### src/rtl/alu_operand_queue.sv
// alu_operand_queue: buffers ALU op requests in a DEPTH-entry FIFO, issues one per cycle to registered operands, flags result cycle.
// Latency: push->issue >= 1 edge; issue->res_valid ALU_LAT+1 edges. Backpressure: in_ready drops when full, flushing or in reset.
// Optional saturating issue/stall counters when OPQ_STATS_EN is defined.
module alu_operand_queue #(
    parameter int DEPTH   = 4,
    parameter int TAG_W   = 4,
    parameter int ALU_LAT = 1
) (
    input  logic                     clk,
    input  logic                     rst,
    input  logic                     in_valid,
    output logic                     in_ready,
    input  logic [17:0]              in_a,
    input  logic [17:0]              in_b,
    input  logic [17:0]              in_d,
    input  logic [47:0]              in_c,
    input  logic [1:0]               in_sel,
    input  logic                     in_cin,
    input  logic [TAG_W-1:0]         in_tag,
    input  logic                     issue_en,
    input  logic                     flush,
    output logic [17:0]              alu_a,
    output logic [17:0]              alu_b,
    output logic [17:0]              alu_d,
    output logic [47:0]              alu_c,
    output logic [1:0]               alu_select,
    output logic                     alu_carryin,
    output logic                     res_valid,
    output logic [TAG_W-1:0]         res_tag,
    output logic [$clog2(DEPTH):0]   level
`ifdef OPQ_STATS_EN
    ,
    output logic [15:0]              stat_issued,
    output logic [15:0]              stat_stall
`endif
);
    localparam int PW = $clog2(DEPTH);
    localparam int LW = PW + 1;

    typedef struct packed {
        logic [17:0] a;
        logic [17:0] b;
        logic [17:0] d;
        logic [47:0] c;
        logic [1:0]  sel;
        logic        cin;
    } alu_op_t;

    typedef struct packed {
        alu_op_t          op;
        logic [TAG_W-1:0] tag;
    } entry_t;

    entry_t           r_mem [DEPTH];
    logic [PW-1:0]    r_wr_ptr;
    logic [PW-1:0]    r_rd_ptr;
    logic [LW-1:0]    r_level;
    alu_op_t          r_alu;
    logic [ALU_LAT:0] r_pipe_vld;
    logic [TAG_W-1:0] r_pipe_tag [ALU_LAT+1];

    logic   w_full;
    logic   w_push;
    logic   w_pop;
    entry_t w_in;

    // No pass-through at full: a same-cycle pop does not free a slot for the push.
    assign w_full   = (r_level == LW'(DEPTH));
    assign in_ready = !w_full && !flush && !rst;
    assign w_push   = in_valid && in_ready;
    assign w_pop    = issue_en && (r_level != '0) && !flush && !rst;

    assign w_in = '{op: '{a: in_a, b: in_b, d: in_d, c: in_c, sel: in_sel, cin: in_cin}, tag: in_tag};

    always_ff @(posedge clk) begin
        if (w_push) r_mem[r_wr_ptr] <= w_in;
    end

    always_ff @(posedge clk) begin
        if (rst || flush) begin
            r_wr_ptr <= '0;
            r_rd_ptr <= '0;
            r_level  <= '0;
        end else begin
            if (w_push) r_wr_ptr <= r_wr_ptr + PW'(1);
            if (w_pop)  r_rd_ptr <= r_rd_ptr + PW'(1);
            if (w_push && !w_pop)      r_level <= r_level + LW'(1);
            else if (!w_push && w_pop) r_level <= r_level - LW'(1);
        end
    end

    // Operands hold across bubbles and flush; only reset clears them.
    always_ff @(posedge clk) begin
        if (rst)        r_alu <= '0;
        else if (w_pop) r_alu <= r_mem[r_rd_ptr].op;
    end

    always_ff @(posedge clk) begin
        if (rst) begin
            r_pipe_vld <= '0;
            for (int i = 0; i <= ALU_LAT; i++) r_pipe_tag[i] <= '0;
        end else begin
            r_pipe_vld    <= flush ? '0 : {r_pipe_vld[ALU_LAT-1:0], w_pop};
            r_pipe_tag[0] <= w_pop ? r_mem[r_rd_ptr].tag : '0;
            for (int i = 1; i <= ALU_LAT; i++) r_pipe_tag[i] <= r_pipe_tag[i-1];
        end
    end

    assign alu_a       = r_alu.a;
    assign alu_b       = r_alu.b;
    assign alu_d       = r_alu.d;
    assign alu_c       = r_alu.c;
    assign alu_select  = r_alu.sel;
    assign alu_carryin = r_alu.cin;
    assign res_valid   = r_pipe_vld[ALU_LAT];
    assign res_tag     = r_pipe_tag[ALU_LAT];
    assign level       = r_level;

`ifdef OPQ_STATS_EN
    logic [15:0] r_stat_issued;
    logic [15:0] r_stat_stall;

    // Counters survive flush; only reset clears them.
    always_ff @(posedge clk) begin
        if (rst) begin
            r_stat_issued <= '0;
            r_stat_stall  <= '0;
        end else begin
            if (w_pop && (r_stat_issued != 16'hFFFF))
                r_stat_issued <= r_stat_issued + 16'd1;
            if (in_valid && !in_ready && (r_stat_stall != 16'hFFFF))
                r_stat_stall <= r_stat_stall + 16'd1;
        end
    end

    assign stat_issued = r_stat_issued;
    assign stat_stall  = r_stat_stall;
`endif

endmodule

### config.mk
export PLATFORM = sky130hd
export DESIGN_NAME = alu_operand_queue
export DESIGN_NICKNAME = d
export VERILOG_FILES = /design/src/rtl/alu_operand_queue.sv
export SDC_FILE = /design/constraint.sdc
export NUM_CORES = 1
export LEC_CHECK = 0
export CORE_MARGIN = 4
export CORE_UTILIZATION = 55
export DETAILED_ROUTE_END_ITERATION = 7
export GPL_TIMING_DRIVEN = 0
export PLACE_DENSITY = 0.76
export SYNTH_ARGS = -nofsm -noshare
export SYNTH_HDL_FRONTEND = slang
export SYNTH_SLANG_ARGS = --single-unit
### constraint.sdc
create_clock -name clk -period 5.2 [get_ports clk]
set_input_delay 0.52 -clock clk [delete_from_list [all_inputs] [get_ports clk]]
set_output_delay 0.52 -clock clk [all_outputs]
set_load 0.02 [all_outputs]
Yosys cells after proc, flatten, opt, wreduce, memory -nomap -nowiden
Memory sizes are Yosys's and may differ from the RTL's. A register that Yosys moved wholly into a read port is not among the register bits.
Index checks and enable logic that the tools add are counted.
- $add $sub $neg: 4
- equal/unequal tests: 1
- muxes and demuxes: 12
- bitwise logic cells: 2
- reduce and logical (&&, ||, !) cells: 17
- operators by type and width (operator ; count):
    $mux W4 ; 3
    $logic_and A1 B1 Y1 ; 8
    $mux W3 ; 2
    $logic_not A1 Y1 ; 5
    $mux W1 ; 5
    $add A2 B1 Y2 const B ; 2
    $mux W2 ; 2
    $add A3 B1 Y3 const B ; 1
    $eq A3 B3 Y1 const B ; 1
    $reduce_bool A3 Y1 ; 1
    $sub A3 B1 Y3 const B ; 1
    $or A1 B1 Y1 ; 2
    $reduce_bool A2 Y1 ; 1
    $reduce_or A2 Y1 ; 1
    $logic_or A1 B1 Y1 ; 1
- register bits: 114
- memory bits (writable): 444
- word-level logic and storage cells: 48
- memories kept: 2
- memories (name ; words ; bits a word ; read ports ; clocked after Yosys merged registers in ; wr ports ; RTL line ; source):
    r_mem ; 4 ; 109 ; 1 ; 1 ; 1 ; 54 ; entry_t r_mem [DEPTH];
    r_pipe_tag ; 2 ; 4 ; 2 ; 0 ; 2 ; 60 ; logic [TAG_W-1:0] r_pipe_tag [ALU_LAT+1];

Depth between registers and ports, before layout
Gate-level depths: netlist of the first run.
- depth in word-level cells: 9
- mapped depth: 11

Worst setup path after synthesis of the first run
Ideal clock, no wire load.
- path type: input to register
- start: input port flush
- end: memory r_mem[0][0] (netlist name), enable pin
- setup time: 481 ps
- data arrival time: 3696 ps
- required time: 4719 ps
- setup slack: 1024 ps
- cell stages on the path: 4
- buffers on the path: 1
- path through: nor2_1 -> and3_1 -> buf_2 -> and2_1
- cells in the longest elaborated chain, start to end: 6
- ends and longest elaborated chain (what ; RTL line ; source):
    from (decl) ; 21 ; input logic flush,
    $logic_not A1 Y1 ; 69 ; assign in_ready = !w_full && !flush && !rst;
    $logic_and A1 B1 Y1 (2 in series) ; 69 ;
    $logic_and A1 B1 Y1 ; 70 ; assign w_push = in_valid && in_ready;
    net w_push ; 63 ; logic w_push;
    $mux W1 ; 76 ; if (w_push) r_mem[r_wr_ptr] <= w_in;
    $mux W1 (implied by the code) ; 76 ;
    to (decl) ; 54 ;
The timed path passes the listed nets, and every way through them passes these cells.

Worst setup path after layout of the first run
- start: input port rst
- end: output port in_ready
- cells in the longest elaborated chain, start to end: 2
- ends and longest elaborated chain (what ; RTL line ; source):
    from (decl) ; 10 ; input logic rst,
    $logic_not A1 Y1 ; 69 ;
    $logic_and A1 B1 Y1 ; 69 ;
    to (decl) ; 12 ; output logic in_ready,
No other way between the ends.

==> results of run 1 <==
-- power breakdown --
part           switching [mW]  internal (mW)
Sequential             0.0190           4.87
Combinational           0.150          0.164
Clock                    1.58           2.16
-- logic make-up after synthesis --
| group | Yosys count | synth area share, % |
|---|---|---|
| DFF | 560 | 79.4 |
| AOI/OAI and AO/OA | 113 | 4.96 |
| muxes | 112 | 12.7 |
| buffers and inverters | 58 | 1.67 |
| and+or+nand+nor | 26 | 0.784 |
| adders and majority gates | 6 | 0.421 |
| xor gates and xnor gates | 3 | 0.134 |
-- placed cells by master (no fill, tap or decap), drive strengths merged --
cell type      count
a21oi              2
a22o             105
and2               6
and3               5
buf               50
bufinv             3
clkbuf            87
clkdlybuf4s50    227
clkinv            15
clkinvlp           3
dfxtp            124
diode              3
edfxtp           436
fa                 1
ha                 5
inv                7
mux2i              3
mux4             109
nand2              2
nand3              1
nor2               5
nor2b              4
o21ai              3
o311ai             1
o31a               1
o31ai              1
or2                1
or3                1
or3b               1
xor2               3
-- cell type report --
class	instances	area, um2
clock inverter	22	214
fill	2200	10500
multi-input combinational	260	3730
sequential	560	15600
clock buffer	77	1500
timing repair buffer	235	2480
inverter	6	22.5
tap	455	569
buffer	52	305
antenna	3	7.51
-- how the worst max path moves through the flow --
| stage | end | slack, ns | cells past startpoint |
|---|---|---|---|
| 2_1_floorplan | r_mem[0][0]$_DFFE_PP_ | 1.02 | 4 |
| 3_3_place_gp | r_mem[2][108]$_DFFE_PP_ | -1.79 | 5 |
| 3_5_place_dp | level[2]$_SDFFE_PP0P_ | 1.88 | 12 |
| 4_1_cts | in_ready | 2.24 | 4 |
| 5_1_grt | in_ready | 2.16 | 4 |
| 6_report | in_ready | 2.26 | 4 |
-- sequential cells by signal, summed over array words and instances (netlist names), named ones only --
name and count:
alu_a 18, r_rd_ptr 2, alu_carryin 1, r_mem 436
r_pipe_tag 8, alu_select 2, alu_d 18, alu_c 48
level 3, r_pipe_vld 2, alu_b 18, r_wr_ptr 2
-- metal layers --
layer / wire length [um] / part of all wire (%) / track usage, % / vias up
li1: - / - / - / 4249
met1: 16100 / 41 / 27.0 / 4966
met2: 20400 / 52 / 34.9 / 233
met3: 2210 / 5.6 / 4.70 / 69
met4: 823 / 2.1 / 5.78 / 6
met5: 37 / 0.094 / 0 / -
-- metrics by stage --
step / worst slack (ns) / instances / total power [mW]
after floorplan: 1.02 / 878 / 5.11
after global placement: -1.79 / 1560 / 5.29
after detailed placement: 1.88 / 1568 / 5.30
after CTS: 2.24 / 1667 / 9.03
after global routing: 2.16 / 1670 / 9.25
final: 2.26 / 1670 / 8.95
==> impl_results.md, run 1 <==
- Synth Register Bits: 560
- Cell Pwr Density: 367 mW/mm2
- Core Box Area: 0.0349 mm2
- Final ANT Viol Nets: 0
- R2r setup slk: 2.55 ns
- Final instance area: 0.0244 mm2
- WL/cell: 23.7 um
- FP Rows: 68
- CTS Buf Count: 53
- Gr usage total: 20.5%
- Max-slew violations: 0
- Worst-Margin Slew: 0.711 ns
- Origin of the critical flop-to-flop path: level[0]$_SDFFE_PP0P_
- Maximum vdd drop: 0.364 mV
- Hold Fails Final Rpt: 0
- Pre-antenna DRT Iters: 4
- Initial antenna violation count: 6
- Worst Hold End: r_pipe_vld[1]$_SDFF_PP0_
- Status: completed
- Die Width: 197 um
- Final wirelength: 39500 um
- CTS tree: yes
- Clock sinks: 560
- Hold path start: r_pipe_vld[0]$_SDFF_PP0_
- Port Buffers: 227
- Worst Setup End Kind: output port
- Largest net degree at the start of global routing: 51
- CTS clk-pin slew, worst paths: 0.06 ns
- Die height: 197 um
- Final nets: 1288
- Max Freq: 340 MHz
- RSZ-0062 raised after global routing: false
- Buffers and inverters on the worst path: 2
- Initial Util: 56.3%
- Post-layout util: 70.0%
- # hold bufs at CTS: 0
- Sequential-to-total area share from yosys stat: 79.4%
- Maximum buffer depth of the clock tree: 3
- Dpl hpwl: 24500 um
- LEAKAGE: 7.98 nW
- Crit path required time: 4.68 ns
- Post-Syn Area: 0.0196 mm2
- Share of cells above drive strength 1: 20.0%
- Final critical-path share of the clock period: 56.6%
- Slew Limit Headroom: 52.6%
- Postcts setup bufs: 0
- Cell family with most CP delay: buffers and inverters
- Crit path arrival time: 2.42 ns
- Crit-path slowest cell: clkdlybuf4s50_1
- Post-CTS sizing: 0
- Crit path largest cell delay: 0.67 ns
- Setup violators final: 0
- Synth-to-layout area growth: 24.4%
- Synth Flop Type: edfxtp_1
- Detailed-route DRC error count: 0
- Clock root buffer master: clkbuf_16
- Critical path launch point: rst
- Number of synthesized flops with an enable pin: 436
- Register-to-Register Path Depth: 10
- Setup TNS Final: 0 ns
- CP max FO: 10
- Crit-path cells: clkdlybuf4s50_1 > nor2_1 > and2_1 > clkdlybuf4s50_1
- Final Skew: 0.0252 ns
- Number of global-route vias before repair: 10.3k
- Routed via count: 9523
- 1st-iter DRT viols: 613
- Congestion Overflow GR: 0
- DIE AREA: 0.0388 mm2
- Ranking of synthesized cells by area: edfxtp_1 (67%), dfxtp_1 (13%), mux4_2 (13%)
- HP Class: flop to flop
- DR vias/cell: 5.70
- Top Ports: 228
- Crit-path most repeated cell: clkdlybuf4s50_1
- Post-synth cell types: 31
- Ys Warns: 0
- Global-route wire length before repair: 60900 um
- Critical path launch point type: primary input
- Max Cap Viol: 0
- Synthesized instance count: 878
- Hold path depth: 1
- Synth top area share: 66.7%
- Count leader, synth: edfxtp_1
- H-tree Lvls: 2
- Async S/R FF share, synth: 0%
- Clock period minus worst slack: 2.94 ns
- Synth top cells by count: edfxtp_1 (436), dfxtp_1 (124), mux4_2 (109)
- RR Endpoint: level[2]$_SDFFE_PP0P_
- Worst-Skew Late Latency: 0.58 ns
- CP Class: primary input to output port
- Placer Congestion: 0.748
- Synthesized area per cell: 22.4 um2
- Syn Nets: 998
- Hold slack: 0.434 ns
- Area leader, netlist: edfxtp_1
- Placed Area: 0.0227 mm2
Note: power is estimated with default switching activity, not from simulation.
==> run 2: changes to the inputs <==
==> constraint.sdc (replaced) <==
create_clock -name clk -period 3.02 [get_ports clk]
set_input_delay 0.302 -clock clk [delete_from_list [all_inputs] [get_ports clk]]
set_output_delay 0.302 -clock clk [all_outputs]
set_load 0.02 [all_outputs]
==> run 2 against run 1 <==
Against the previous run:
- wire length is 1.1% lower
- sequential power is 72% higher
- core utilization is 0.19 points lower
- sequential share of layout area is 0.17 points higher
- critical path depth is 6 higher
- worst setup slack worse by 1.9 ns
- first-iteration DRC count is 11% lower
- largest power group unchanged
==> impl_results.md, run 2 (synthesized netlist as in run 1, its figures left out) <==
- Status: completed
- Origin of the critical flop-to-flop path: level[0]$_SDFFE_PP0P_
- Final nets: 1288 (unchanged)
- Placed cells: 1568 (unchanged)
- Commonest non-fill, non-tap cell in the layout: edfxtp_1
- Global-route wire length before repair: 60300 um (-0.95%)
- Port Buffers: 227 (unchanged)
- FP Rows: 68 (unchanged)
- Synth-to-layout area growth: 24.0%
- Pre-antenna DRT Iters: 5 (+1)
- Worst-Skew Late Latency: 0.59 ns (about the same)
- # fillers: 2155 (-2.0%)
- CTS tree: yes
- Core Box Area: 0.0349 mm2 (unchanged)
- CP max FO: 10 (unchanged)
- Worst-Margin Slew: 0.703 ns (-0.00818 ns)
- Largest net degree at the start of global routing: 52 (+2.0%)
- DR vias/cell: 5.70 (about the same)
- LEAKAGE: 7.93 nW (-0.61%)
- Hold slack: 0.345 ns (-0.0892 ns)
- Non-filler cells, final: 1669 (-0.060%)
- Die height: 197 um (unchanged)
- Die Width: 197 um (unchanged)
- Final ANT Viol Nets: 0 (unchanged)
- CTS clk-pin slew, worst paths: 0.06 ns (about the same)
- Most flops, register: r_mem
- Congestion Overflow GR: 0 (unchanged)
- Crit path required time: 3.54 ns (-1.14 ns)
- Initial Util: 56.3% (unchanged)
- HP Class: primary input to flop
- H-tree Lvls: 2 (unchanged)
- Cell Pwr Density: 628 mW/mm2 (+71%)
- 1st-iter DRT viols: 545 (-11%)
- Share of cells above drive strength 1: 19.4% (-0.66 points)
- Detailed-route DRC error count: 0 (unchanged)
- CTS Buf Count: 53 (unchanged)
- Number of global-route vias before repair: 10.4k (+1.4%)
- Max reg flops: 436 (unchanged)
- Final critical-path share of the clock period: 87.1%
- Clock root buffer master: clkbuf_16
- Routed via count: 9517 (-0.063%)
- Slew Limit Headroom: 53.2% (+0.55 points)
- Power, Total: 15.3 mW (+71%)
- Clock sinks: 560 (unchanged)
- Clock period minus worst slack: 2.63 ns
- Critical path launch point: level[0]$_SDFFE_PP0P_
- CP Class: flop to flop
- Max Cap Viol: 0 (unchanged)
- Hold Fails Final Rpt: 0 (unchanged)
- Critical path launch point type: flop
- Maximum vdd drop: 0.510 mV (+40%)
- Setup violators final: 0 (unchanged)
- Post-layout util: 69.8% (-0.19 points)
- Hold path start: in_c[47]
- Worst Setup End Kind: flop
- Top Ports: 228 (unchanged)
- Max Freq: 380 MHz
- # hold bufs at CTS: 0 (unchanged)
- Crit path arrival time: 3.15 ns (+0.73 ns)
- DIE AREA: 0.0388 mm2 (unchanged)
- Most frequent cells in the layout: edfxtp_1 (436), clkdlybuf4s50_1 (227), dfxtp_1 (124), mux4_2 (109), a22o_1 (105)
- Initial antenna violation count: 6 (unchanged)
- Final Skew: 0.0149 ns (-0.0103 ns)
- RSZ-0062 raised after global routing: false
- Placer Congestion: 0.714 (-4.5%)
- Gr usage total: 20.5% (-0.049 points)
- Max-slew violations: 0 (unchanged)
- Final wirelength: 39100 um (-1.1%)
- Maximum buffer depth of the clock tree: 3 (unchanged)
- WL/cell: 23.4 um (-1.0%)
- Dpl hpwl: 24500 um (-0.17%)
==> run 2: report_power, final <==
group          switching (mW)  total, mW  internal, mW
clock network            2.70       6.32          3.63
registers              0.0324       8.42          8.39
logic                   0.259      0.541         0.282
total                    2.99       15.3          12.3
==> run 2: routing by layer <==
layer / routed length (um) / global-route usage [%] / vias to the layer above
li1: - / - / 4240
met1: 15300 / 26.4 / 4897
met2: 20100 / 34.4 / 289
met3: 2610 / 5.64 / 83
met4: 1010 / 6.50 / 8
met5: 52 / 0 / -
==> run 2: through the flow <==
stage	TNS, ns	setup slack, ns	cell area [um2]
floorplan	0	0.202	19600
global placement	-787.69	-1.83	22500
detailed placement	-78.65	-0.510	22700
CTS	0	0.119	24300
global route	0	0.222	24300
finish	0	0.389	24300
==> run 2: area by class of cell <==
class                   count  area, um2  area share (%)
clock inverters            11        133           0.545
clock buffers              88       1530            6.28
repair buffers            235       2470            10.1
multi-input cells         260       3730            15.3
flip-flops and latches    560      15600            64.0
inverters                   6       22.5          0.0925
well taps                 455        569            2.34
plain buffers              52        305            1.25
diodes                      2       5.00          0.0206
==> run 2: path summary, 6_finish.rpt <==
path,depth (start not counted),slack [ns],to
worst min register to register,1,0.43,r_pipe_vld[1]$_SDFF_PP0_
worst max-delay path,10,0.39,level[2]$_SDFFE_PP0P_
worst min-delay path,1,0.34,r_mem[1][54]$_DFFE_PP_
worst max register to register,10,0.39,level[2]$_SDFFE_PP0P_
==> run 2: timing repair <==
| item | CTS | global route |
|---|---|---|
| setup buffers | 0 | 0 |
| endpoints found under the setup margin | 0 | 17 |
| resized for setup | 0 | 1 |
==> run 2: critical path: stages, from the launching register on <==
cell and delay (ns):
dfxtp_1 0.39, o31ai_1 0.49, nor2_4 0.15, buf_4 0.24, inv_2 0.08, ha_1 0.18
inv_1 0.06, fa_1 0.37, xor2_1 0.15, or3_1 0.30, a21oi_1 0.14
